<file path="src/rtl/seg7_scan_driver.sv">
// Multiplexed 7-segment scan driver: snapshots digit nibbles, then cycles a one-hot anode across them.
// Latency: one clk from snapshot/index to seg/dp/an; a load is visible on seg one edge after it is captured.
// Backpressure: none, load may be held every cycle; blank_lz feeds the output register with no snapshot.
module seg7_scan_driver #(
  parameter int NUM_DIGITS = 4,
  parameter int SCAN_DIV   = 50000,
  parameter int HEX_MODE   = 0,
  parameter int ACTIVE_LOW = 0
) (
  input  logic                    clk,
  input  logic                    rst_n,
  input  logic [4*NUM_DIGITS-1:0] digits,
  input  logic [NUM_DIGITS-1:0]   dp_in,
  input  logic                    load,
  input  logic                    blank_lz,
  output logic [6:0]              seg,
  output logic                    dp,
  output logic [NUM_DIGITS-1:0]   an,
  output logic                    frame_done
);

  localparam int CW = (SCAN_DIV > 1) ? $clog2(SCAN_DIV) : 1;
  localparam int IW = (NUM_DIGITS > 1) ? $clog2(NUM_DIGITS) : 1;
  localparam logic [CW-1:0] CNT_MAX = CW'(SCAN_DIV - 1);
  localparam logic [IW-1:0] IDX_MAX = IW'(NUM_DIGITS - 1);
  // Inversion is folded into the output flops, so their reset value is the inactive level.
  localparam logic INV = (ACTIVE_LOW != 0);

  logic [CW-1:0]           cnt_q, cnt_d;
  logic [IW-1:0]           idx_q, idx_d;
  logic [4*NUM_DIGITS-1:0] snap_q, snap_d;
  logic [NUM_DIGITS-1:0]   dps_q, dps_d;
  logic [6:0]              seg_q, seg_d;
  logic                    dp_q, dp_d;
  logic [NUM_DIGITS-1:0]   an_q, an_d;
  logic                    frame_done_q, frame_done_d;

  logic                    tick;
  logic                    wrap;
  logic [3:0]              cur_nib;
  logic                    cur_dp;
  logic [NUM_DIGITS-1:0]   cur_an;
  logic [NUM_DIGITS-1:0]   zero_from;
  logic                    zero_acc;
  logic                    blank_cur;
  logic [6:0]              seg_raw;
  logic                    dp_raw;
  logic [NUM_DIGITS-1:0]   an_raw;

  // Segment pattern {a..g}; 10..15 only light up in hex mode.
  function automatic logic [6:0] decode7(input logic [3:0] v);
    logic [6:0] r;
    case (v)
      4'd0:    r = 7'b1111110;
      4'd1:    r = 7'b0110000;
      4'd2:    r = 7'b1101101;
      4'd3:    r = 7'b1111001;
      4'd4:    r = 7'b0110011;
      4'd5:    r = 7'b1011011;
      4'd6:    r = 7'b1011111;
      4'd7:    r = 7'b1110000;
      4'd8:    r = 7'b1111111;
      4'd9:    r = 7'b1111011;
      4'd10:   r = (HEX_MODE != 0) ? 7'b1110111 : 7'b0000000;
      4'd11:   r = (HEX_MODE != 0) ? 7'b0011111 : 7'b0000000;
      4'd12:   r = (HEX_MODE != 0) ? 7'b1001110 : 7'b0000000;
      4'd13:   r = (HEX_MODE != 0) ? 7'b0111101 : 7'b0000000;
      4'd14:   r = (HEX_MODE != 0) ? 7'b1001111 : 7'b0000000;
      default: r = (HEX_MODE != 0) ? 7'b1000111 : 7'b0000000;
    endcase
    return r;
  endfunction

  // Prescaler and digit index; a tick is the last count of a slot and moves the index on.
  always_comb begin
    tick         = (cnt_q == CNT_MAX);
    wrap         = tick && (idx_q == IDX_MAX);
    cnt_d        = tick ? '0 : cnt_q + CW'(1);
    idx_d        = idx_q;
    if (tick) begin
      idx_d = wrap ? '0 : idx_q + IW'(1);
    end
    frame_done_d = wrap;
  end

  // Snapshot follows the inputs on any load edge, independent of scan position.
  always_comb begin
    snap_d = load ? digits : snap_q;
    dps_d  = load ? dp_in  : dps_q;
  end

  // Select the active digit and work out whether it lies inside the leading-zero run.
  always_comb begin
    cur_nib   = 4'd0;
    cur_dp    = 1'b0;
    cur_an    = '0;
    zero_from = '0;
    zero_acc  = 1'b1;
    for (int i = 0; i < NUM_DIGITS; i++) begin
      if (idx_q == IW'(i)) begin
        cur_nib   = snap_q[4*i +: 4];
        cur_dp    = dps_q[i];
        cur_an[i] = 1'b1;
      end
    end
    // zero_from[i] is set when every digit from the top down to i is zero.
    for (int i = NUM_DIGITS - 1; i >= 0; i--) begin
      zero_acc     = zero_acc && (snap_q[4*i +: 4] == 4'd0);
      zero_from[i] = zero_acc;
    end
    // Digit 0 always shows, so a value of zero still reads "0".
    blank_cur = blank_lz && (idx_q != '0) && (|(zero_from & cur_an));
  end

  // Output value: decode, blanking, then a one-cycle dark gap on the tick, then polarity.
  always_comb begin
    seg_raw = blank_cur ? 7'b0000000 : decode7(cur_nib);
    dp_raw  = cur_dp;
    an_raw  = cur_an;
    if (tick) begin
      seg_raw = 7'b0000000;
      dp_raw  = 1'b0;
      an_raw  = '0;
    end
    seg_d = seg_raw ^ {7{INV}};
    dp_d  = dp_raw ^ INV;
    an_d  = an_raw ^ {NUM_DIGITS{INV}};
  end

  // Scan position state.
  always_ff @(posedge clk or negedge rst_n) begin
    if (!rst_n) begin
      cnt_q <= '0;
      idx_q <= '0;
    end else begin
      cnt_q <= cnt_d;
      idx_q <= idx_d;
    end
  end

  // Digit/decimal-point snapshot; cleared by reset so nothing loaded before it survives.
  always_ff @(posedge clk or negedge rst_n) begin
    if (!rst_n) begin
      snap_q <= '0;
      dps_q  <= '0;
    end else begin
      snap_q <= snap_d;
      dps_q  <= dps_d;
    end
  end

  // Output register; reset drives the inactive level for the selected polarity.
  always_ff @(posedge clk or negedge rst_n) begin
    if (!rst_n) begin
      seg_q        <= {7{INV}};
      dp_q         <= INV;
      an_q         <= {NUM_DIGITS{INV}};
      frame_done_q <= 1'b0;
    end else begin
      seg_q        <= seg_d;
      dp_q         <= dp_d;
      an_q         <= an_d;
      frame_done_q <= frame_done_d;
    end
  end

  assign seg        = seg_q;
  assign dp         = dp_q;
  assign an         = an_q;
  assign frame_done = frame_done_q;

endmodule

</file>
<file path="config.mk">
export PLATFORM = sky130hd
export DESIGN_NAME = seg7_scan_driver
export DESIGN_NICKNAME = d
export VERILOG_FILES = /design/src/rtl/seg7_scan_driver.sv
export SDC_FILE = /design/constraint.sdc
export NUM_CORES = 1
export LEC_CHECK = 0
export CAP_MARGIN = 10
export CELL_PAD_IN_SITES_DETAIL_PLACEMENT = 2
export CELL_PAD_IN_SITES_GLOBAL_PLACEMENT = 2
export CORE_AREA = 3 3 109 80
export DETAILED_ROUTE_END_ITERATION = 16
export DIE_AREA = 0 0 112 83
export PLACE_DENSITY = 0.73
export SETUP_SLACK_MARGIN = 0.15
export SLEW_MARGIN = 0
export SYNTH_ARGS = -nofsm -noshare
export SYNTH_HDL_FRONTEND = slang
export SYNTH_SLANG_ARGS = --single-unit
</file>
<file path="constraint.sdc">
create_clock -name clk -period 2.1 [get_ports clk]
set_clock_uncertainty 0.2 [all_clocks]
set_input_delay 0.315 -clock clk [delete_from_list [all_inputs] [get_ports clk]]
set_output_delay 0.315 -clock clk [all_outputs]
set_load 0.005 [all_outputs]
</file>
==> results.md, run 1 <==
* Result of the run: complete, but fails checks
* Violated checks: negative setup slack
* Startpoint kind of the worst setup timing path: flip-flop
* Count of unresolved DRC violations after routing at 0
* CTS tree: done
* Gate Count Post-Synth at 214
* Synth Cell Area at 2380 µm²
* Number of core rows at 27
* Worst IR Drop VDD at 0.000347 V
* Average cell area after synthesis at ~11 µm²
* Global placement routability congestion at 0.753
* Final setup violation count at 7
* Worst setup path category: reg -> reg
* Global-route wire length before repair at 12.5 mm
* Worst hold path class: reg -> reg
* Die Outline Area at ~9300 µm²
* Clock buffers created by TritonCTS at 5
* Final worst-path setup slack at -0.301 ns
* Post-synth top area cell: sky130_fd_sc_hd__dfrtp_1
* Setup slack, reg-to-reg at -0.30 ns
* RSZ-0062 raised after global routing: true
* Cell count of the worst reg-to-reg path at 8
* Half-perimeter wire length after detailed placement at 4.82 mm
* Core area at 7740 µm²
* P_int at roughly 0.0015 W
* Port Buffers at 36
* Largest net degree at the start of global routing at 52
* Drt wl/cell at between 20 and 25 µm
* Num ports at 37
* CTS Root Buffer Type: sky130_fd_sc_hd__clkbuf_8
* Ratio of cells with drive above 1 in the final layout at 43.4%
* Final worst path period share at 114%
* Height of the chip at 83 µm
* Crit-path max FO at 7
* Gate power share at between 15 and 20%
* Max capacitance violation total at 0
* Startpoint of the worst-slack reg-to-reg timing path: idx_q[0]$_DFFE_PN0P_
* Number of antenna diodes at 0
* Endpoint kind of the worst setup timing path: flip-flop
* Ratio of total power to cell area at 550 nW/µm²
* Maximum clock path buffer count at 2
* Number of pins with negative max-slew slack in the final report at 0
* Sw Ratio at 25.7%
* Detailed-route via count at 2,029
* Slew at the pin with the worst max-slew slack at 0.476 ns
* Iteration-0 DRC count of the detailed router at 57
* Proportion of register bits with asynchronous set or reset after synthesis at 100%
* Worst hold endpoint: cnt_q[10]$_DFF_PN0_
* Starting utilization of the core area at a little under a third
* Filler cell count in the final layout at 761
* Synthesis-to-layout area growth at 58.0%
* FF+latch count, synth at 51
* Relative slew slack at 68.3%
* Total length of routed wires at 8.34 mm
* Most used flip-flop cell after synthesis: sky130_fd_sc_hd__dfrtp_1
* Synthesized Nets at 248
* Post-synthesis sequential area ratio at 53.5%
* Sum of overflow across all layers after global routing at 0
* Leading cell types by total area after synthesis: sky130_fd_sc_hd__dfrtp_1 54%, sky130_fd_sc_hd__mux2_2 8.5%, sky130_fd_sc_hd__ha_1 5.2%
* Part of the power in the clock network at 30.9%
* Clock Latency Late Sink at 0.32 ns
* Total placed cells including tap cells at 375
* Critical path data arrival time at 2.43 ns
* Final hold violations at 0
* DR pass1 iterations at 4
* Clock-pin slew of the registers on the worst-case setup and hold paths at about 0.09 ns
* Final antenna-violating net count at 0
* Top-count cell post-synth: sky130_fd_sc_hd__dfrtp_1
* Final min period at 2.40 ns
* GRT Overall Usage at between 10% and 20%
* Cell depth of the worst min-delay path at 1
* Endpoint required time on the critical path at 2.13 ns
* Via density per instance at 5.03
* Critical R2R Capture: seg[0]$_DFF_PN0_
* Post-Layout Cell Count at just over 400
* Via count of the first global-routing pass at 2,224
* Leakage component of the power at 1.60 nW
* Relative contribution of sequential cells to total power at 52.6%
* Initial antenna violation count at 0
* Post-synth top area share at 53.5%
* Synth cell count leaders: 51 x sky130_fd_sc_hd__dfrtp_1, 21 x sky130_fd_sc_hd__nand2_1, 18 x sky130_fd_sc_hd__mux2_2, 17 x sky130_fd_sc_hd__nor2_1, 11 x sky130_fd_sc_hd__nand3_1
* Warnings from Yosys at 0
* Number of clock sinks at approximately 50
* Nets@finish at approximately 340
* Max Fclk at approximately 0.42 GHz
* Count of flip-flops with a built-in enable after synthesis at 0
* Number of unique standard cell types used by synthesis at 44
* Switching power at 0.000534 W
* H-tree levels at 2
* Die width at 112 µm
* Post-Place Setup Slack at -0.256 ns
* Min-delay src: cnt_q[10]$_DFF_PN0_
registers in the layout (all words and copies together), names as in the netlist:
signal and count:
frame_done 1, idx_q 2, cnt_q 16, dp 1, seg 7, an 4, snap_q 16, dps_q 4
kinds of logic (layout without fill, tap and decap cells):
kind of cell,count (synthesis),in the layout,share of synthesized area (%)
compound gates,29,29,8.19
xor+xnor,14,14,5.14
fa+ha+maj,10,10,5.25
buf+inv,13,101,2.62
flops,51,51,53.5
mux,18,18,8.50
simple gates,79,79,16.8
routing by layer:
metal  track usage, %  routed length (µm)
met5                0                   0
met4             3.60                 158
met3             3.20                 352
met2             26.8                3860
met1             24.4                3960
power by group through the flow:
stage	Combinational, W	Clock (W)	Sequential, W
after floorplan	0.000128	0	0.00109
after global placement	0.000287	0	0.00110
after detailed placement	0.000295	0	0.00110
after CTS	0.000309	0.000658	0.00108
after global routing	0.000376	0.000701	0.00110
final	0.000342	0.000640	0.00109
repair_timing:
item | in CTS | in global routing
setup buffers | 12 | 6
endpoints found under the setup margin | 19 | 24
pin swaps | 10 | 16
resized for setup | 39 | 46
cloned | 1 | 0
hold buffers | 1 | 0
endpoints found under the hold margin | 51 | 0
worst max-delay path by stage:
stage                               from          endpoint  slack [ns]  depth (start not counted)
finish              idx_q[0]$_DFFE_PN0P_  seg[0]$_DFF_PN0_       -0.30                          8
global route        idx_q[0]$_DFFE_PN0P_  seg[0]$_DFF_PN0_       -0.37                          9
CTS                 idx_q[0]$_DFFE_PN0P_  seg[2]$_DFF_PN0_       -0.18                         10
detailed placement  idx_q[0]$_DFFE_PN0P_  seg[1]$_DFF_PN0_       -0.26                          7
global placement    idx_q[0]$_DFFE_PN0P_  seg[0]$_DFF_PN0_       -0.12                          8
floorplan           idx_q[0]$_DFFE_PN0P_  seg[2]$_DFF_PN0_       -0.02                         10
area by class of cell:
class                           count  area, µm²  area share, %
Multi-Input combinational cell    150       1360           36.1
Sequential cell                    51       1280           33.9
Timing Repair Buffer               86        872           23.1
Tap cell                          101        126           3.35
Clock buffer                        8        100           2.66
Inverter                            7       31.3          0.830
metrics by stage:
step / utilization [%] / hold WS (ns) / total power, W / cell area (µm²) / TNS (ns)
6_report: 48.7 / 0.311 / 0.00207 / 3770 / -1.21
3_5_place_dp: 40.3 / 0.136 / 0.00140 / 3120 / -1.21
4_1_cts: 45.4 / 0.318 / 0.00205 / 3510 / -0.744
3_3_place_gp: 40.3 / 0.130 / 0.00139 / 3120 / -0.483
5_1_grt: 48.7 / 0.345 / 0.00218 / 3770 / -1.92
2_1_floorplan: - / -0.181 / 0.00122 / 2420 / -0.0335
worst max-delay path, cell delays in order, from the launching register on:
cell and delay, ns:
sky130_fd_sc_hd__dfrtp_2 0.48, sky130_fd_sc_hd__ha_4 0.22, sky130_fd_sc_hd__nand2b_1 0.21, sky130_fd_sc_hd__o22ai_1 0.27
sky130_fd_sc_hd__a31o_2 0.20, sky130_fd_sc_hd__inv_1 0.08, sky130_fd_sc_hd__ha_1 0.22, sky130_fd_sc_hd__o21a_1 0.20
sky130_fd_sc_hd__a211oi_2 0.22
cell usage in the layout, fill, tap and decap left out, types with 5 or more instances in the layout:
master                             n
sky130_fd_sc_hd__buf_12            5
sky130_fd_sc_hd__buf_4            28
sky130_fd_sc_hd__buf_6            15
sky130_fd_sc_hd__clkbuf_8          7
sky130_fd_sc_hd__clkdlybuf4s50_1  35
sky130_fd_sc_hd__dfrtp_1          49
sky130_fd_sc_hd__ha_4              6
sky130_fd_sc_hd__mux2_2           18
sky130_fd_sc_hd__nand2_1          17
sky130_fd_sc_hd__nand3_1           7
sky130_fd_sc_hd__nor2_1            7
sky130_fd_sc_hd__nor2_4            8
sky130_fd_sc_hd__xnor2_1           6
sky130_fd_sc_hd__xor2_1            6
(Power assumes the default switching activity.)
==> run 2, diff against run 1 <==
CORE_AREA = 2 2 99 73   (was 3 3 109 80)
DIE_AREA = 0 0 101 75   (was 0 0 112 83)
HOLD_SLACK_MARGIN = 0.1   (was unset)
PLACE_DENSITY = 0.82   (was 0.73)
clock period = 2.77 ns   (was 2.1 ns; I/O delays follow)
==> run 2 against run 1 <==
The run now ends clean. Via count fell by 13%. Worst hold slack worse by 0.049 ns. Sequential cell count stayed put. Critical path depth grew 2. Largest power group unchanged. Highest routed layer unchanged.
==> results.md, run 2 (same netlist as run 1, synthesis figures left out) <==
* Result of the run: finished clean
* Die Outline Area at 7580 µm² (-19%)
* Global-route wire length before repair at 9.94 mm (-21%)
* Setup slack, reg-to-reg at 0.26 ns (+0.56 ns)
* Most prevalent standard cell on the critical path: sky130_fd_sc_hd__inv_1
* Final hold violations at 0 (unchanged)
* Crit-path max FO at 5 (-2)
* Num ports at 37 (unchanged)
* Endpoint required time on the critical path at 2.80 ns (+0.67 ns)
* Core area at 6570 µm² (-15%)
* DR pass1 iterations at 4 (unchanged)
* Maximum clock path buffer count at 2 (unchanged)
* Final worst path period share at 90.6% (-24 points)
* Number of clock sinks at 51 (unchanged)
* Filler cell count in the final layout at 715 (-6.0%)
* Total cell area at the placement stage at 2830 µm² (-9.4%)
* Worst hold path class: reg -> reg
* Clock-pin slew of the registers on the worst-case setup and hold paths at 0.09 ns (about the same)
* Leakage component of the power at 1.28 nW (-20%)
* Minimum hold slack at 0.262 ns (-0.0493 ns)
* Slowest CP cell: sky130_fd_sc_hd__a221o_2
* Drt wl/cell at 18.0 µm (-13%)
* Post-route setup TNS at 0 ns (+1.21 ns)
* Worst Setup EP: seg[2]$_DFF_PN0_
* Cell area after layout at 2970 µm² (-21%)
* Relative slew slack at 52.7% (-16 points)
* Clock buffers created by TritonCTS at 5 (unchanged)
* Multi-input gate area in the final layout at 1060 µm² (-22%)
* Max capacitance violation total at 0 (unchanged)
* GRT Overall Usage at 17.3% (+0.32 points)
* Count of unresolved DRC violations after routing at 0 (unchanged)
* Source of the critical timing path: idx_q[0]$_DFFE_PN0P_
* Via density per instance at 5.23 (+3.9%)
* Final setup violation count at 0 (-7)
* Starting utilization of the core area at 36.3% (+5.5 points)
* Final min period at 2.51 ns (+0.108 ns)
* Total length of routed wires at 6.10 mm (-27%)
* Ratio of cells with drive above 1 in the final layout at 15.5% (-28 points)
* Startpoint of the worst-slack reg-to-reg timing path: idx_q[0]$_DFFE_PN0P_
* Global placement routability congestion at 0.774 (+2.7%)
* Commonest non-fill, non-tap cells in the layout: 51 x sky130_fd_sc_hd__dfrtp_1, 35 x sky130_fd_sc_hd__clkdlybuf4s50_1, 21 x sky130_fd_sc_hd__nand2_1
* Clock Latency Late Sink at 0.31 ns (about the same)
* Via count of the first global-routing pass at 1,875 (-16%)
* CTS Root Buffer Type: sky130_fd_sc_hd__clkbuf_8
* Most common library cell in the layout ignoring fill and taps: sky130_fd_sc_hd__dfrtp_1
* Number of antenna diodes at 0 (unchanged)
* Iteration-0 DRC count of the detailed router at 94 (+65%)
* Sum of overflow across all layers after global routing at 0 (unchanged)
* Final antenna-violating net count at 0 (unchanged)
* RSZ-0062 raised after global routing: false
* Endpoint kind of the worst setup timing path: flip-flop
* Number of pins with negative max-slew slack in the final report at 0 (unchanged)
* Height of the chip at 75 µm (-9.6%)
* Worst IR Drop VDD at 0.000280 V (-19%)
* Largest net degree at the start of global routing at 52 (unchanged)
* Number of core rows at 25 (-7.4%)
* Half-perimeter wire length after detailed placement at 4.42 mm (-8.4%)
* Cell count of the worst reg-to-reg path at 10 (+2)
* Ratio of total power to cell area at 493 nW/µm² (-10%)
* Startpoint kind of the worst setup timing path: flip-flop
* Critical R2R Capture: seg[2]$_DFF_PN0_
* Critical Path, Cell by Cell: inv_1 -> ha_2 -> nor2b_4 -> a22oi_1 -> a221o_2 -> inv_1 -> ha_1 -> nor2_1 -> a211o_1 -> a21oi_1
* Die width at 101 µm (-9.8%)
* Worst setup path category: reg -> reg
* Critical Path Max Stage Delay at 0.42 ns (-0.06 ns)
* CTS tree: done
* Synthesis-to-layout area growth at 24.3%
* Max Fclk at 0.398 GHz (-4.3%)
* Critical path data arrival time at 2.54 ns (+0.11 ns)
* Port Buffers at 36 (unchanged)
* H-tree levels at 2 (unchanged)
* Slew at the pin with the worst max-slew slack at 0.705 ns (+0.229 ns)
* Initial antenna violation count at 0 (unchanged)
* Sequential cell area at 1280 µm² (-0.20%)
* Nets@finish at 291 (-13%)
* Detailed-route via count at 1,774 (-13%)
==> run 2: worst max-delay path, delay by kind of cell (launching register included) <==
family | cells | cell delay (ns)
AND/OR/NAND/NOR | 2 | 0.25
adder cells (fa/ha/maj) | 2 | 0.44
buffers and inverters | 2 | 0.27
flip-flops | 1 | 0.41
AO/OA/AOI/OAI | 4 | 0.87
==> run 2: how the worst min path moves through the flow <==
| stage | startpoint | endpoint | depth (start not counted) |
|---|---|---|---|
| 6_report | cnt_q[0]$_DFF_PN0_ | cnt_q[0]$_DFF_PN0_ | 1 |
| 5_1_grt | cnt_q[0]$_DFF_PN0_ | cnt_q[0]$_DFF_PN0_ | 1 |
| 4_1_cts | cnt_q[0]$_DFF_PN0_ | cnt_q[0]$_DFF_PN0_ | 1 |
| 3_5_place_dp | cnt_q[0]$_DFF_PN0_ | cnt_q[0]$_DFF_PN0_ | 1 |
| 3_3_place_gp | cnt_q[0]$_DFF_PN0_ | cnt_q[0]$_DFF_PN0_ | 1 |
| 2_1_floorplan | rst_n | an[0]$_DFF_PN0_ | 0 |
==> run 2: area by class of cell <==
type / count / area share (%)
clock inverter: 1 / 0.169
inverter: 7 / 0.886
timing repair buffer: 42 / 14.0
clock buffer: 7 / 2.57
sequential: 51 / 43.0
tap: 81 / 3.42
multi-input combinational: 150 / 35.9
==> run 2: what timing repair did <==
item	CTS	global route
resized for setup	1	6
setup buffers	0	2
pin swaps	0	1
hold buffers	1	0
endpoints found under the setup margin	2	6
hold endpoints to repair	51	0
==> run 2: metrics by stage <==
stage / utilization (%) / power, W / worst slack [ns] / std cells
after floorplan: - / 0.000922 / 0.497 / 214
after global placement: 43.0 / 0.00104 / 0.355 / 328
after detailed placement: 43.0 / 0.00105 / 0.189 / 328
after CTS: 44.5 / 0.00147 / 0.176 / 337
after global routing: 45.1 / 0.00154 / 0.113 / 339
final: 45.1 / 0.00146 / 0.260 / 339
==> run 2: metal layers <==
| layer | wire length, µm | vias up | share of wire [%] | GRT usage, % |
|---|---|---|---|---|
| li1 | - | 825 | - | - |
| met1 | 3170 | 907 | 52 | 25.5 |
| met2 | 2660 | 34 | 44 | 25.9 |
| met3 | 194 | 8 | 3.2 | 3.62 |
| met4 | 71 | 0 | 1.2 | 4.95 |
| met5 | 0 | - | 0 | 0 |
==> run 2: where the power goes <==
part	internal (W)	leakage, nW	switching, W
Sequential	0.000792	0.632	0.0000292
Combinational	0.000125	0.602	0.0000947
Clock	0.000178	0.0422	0.000242
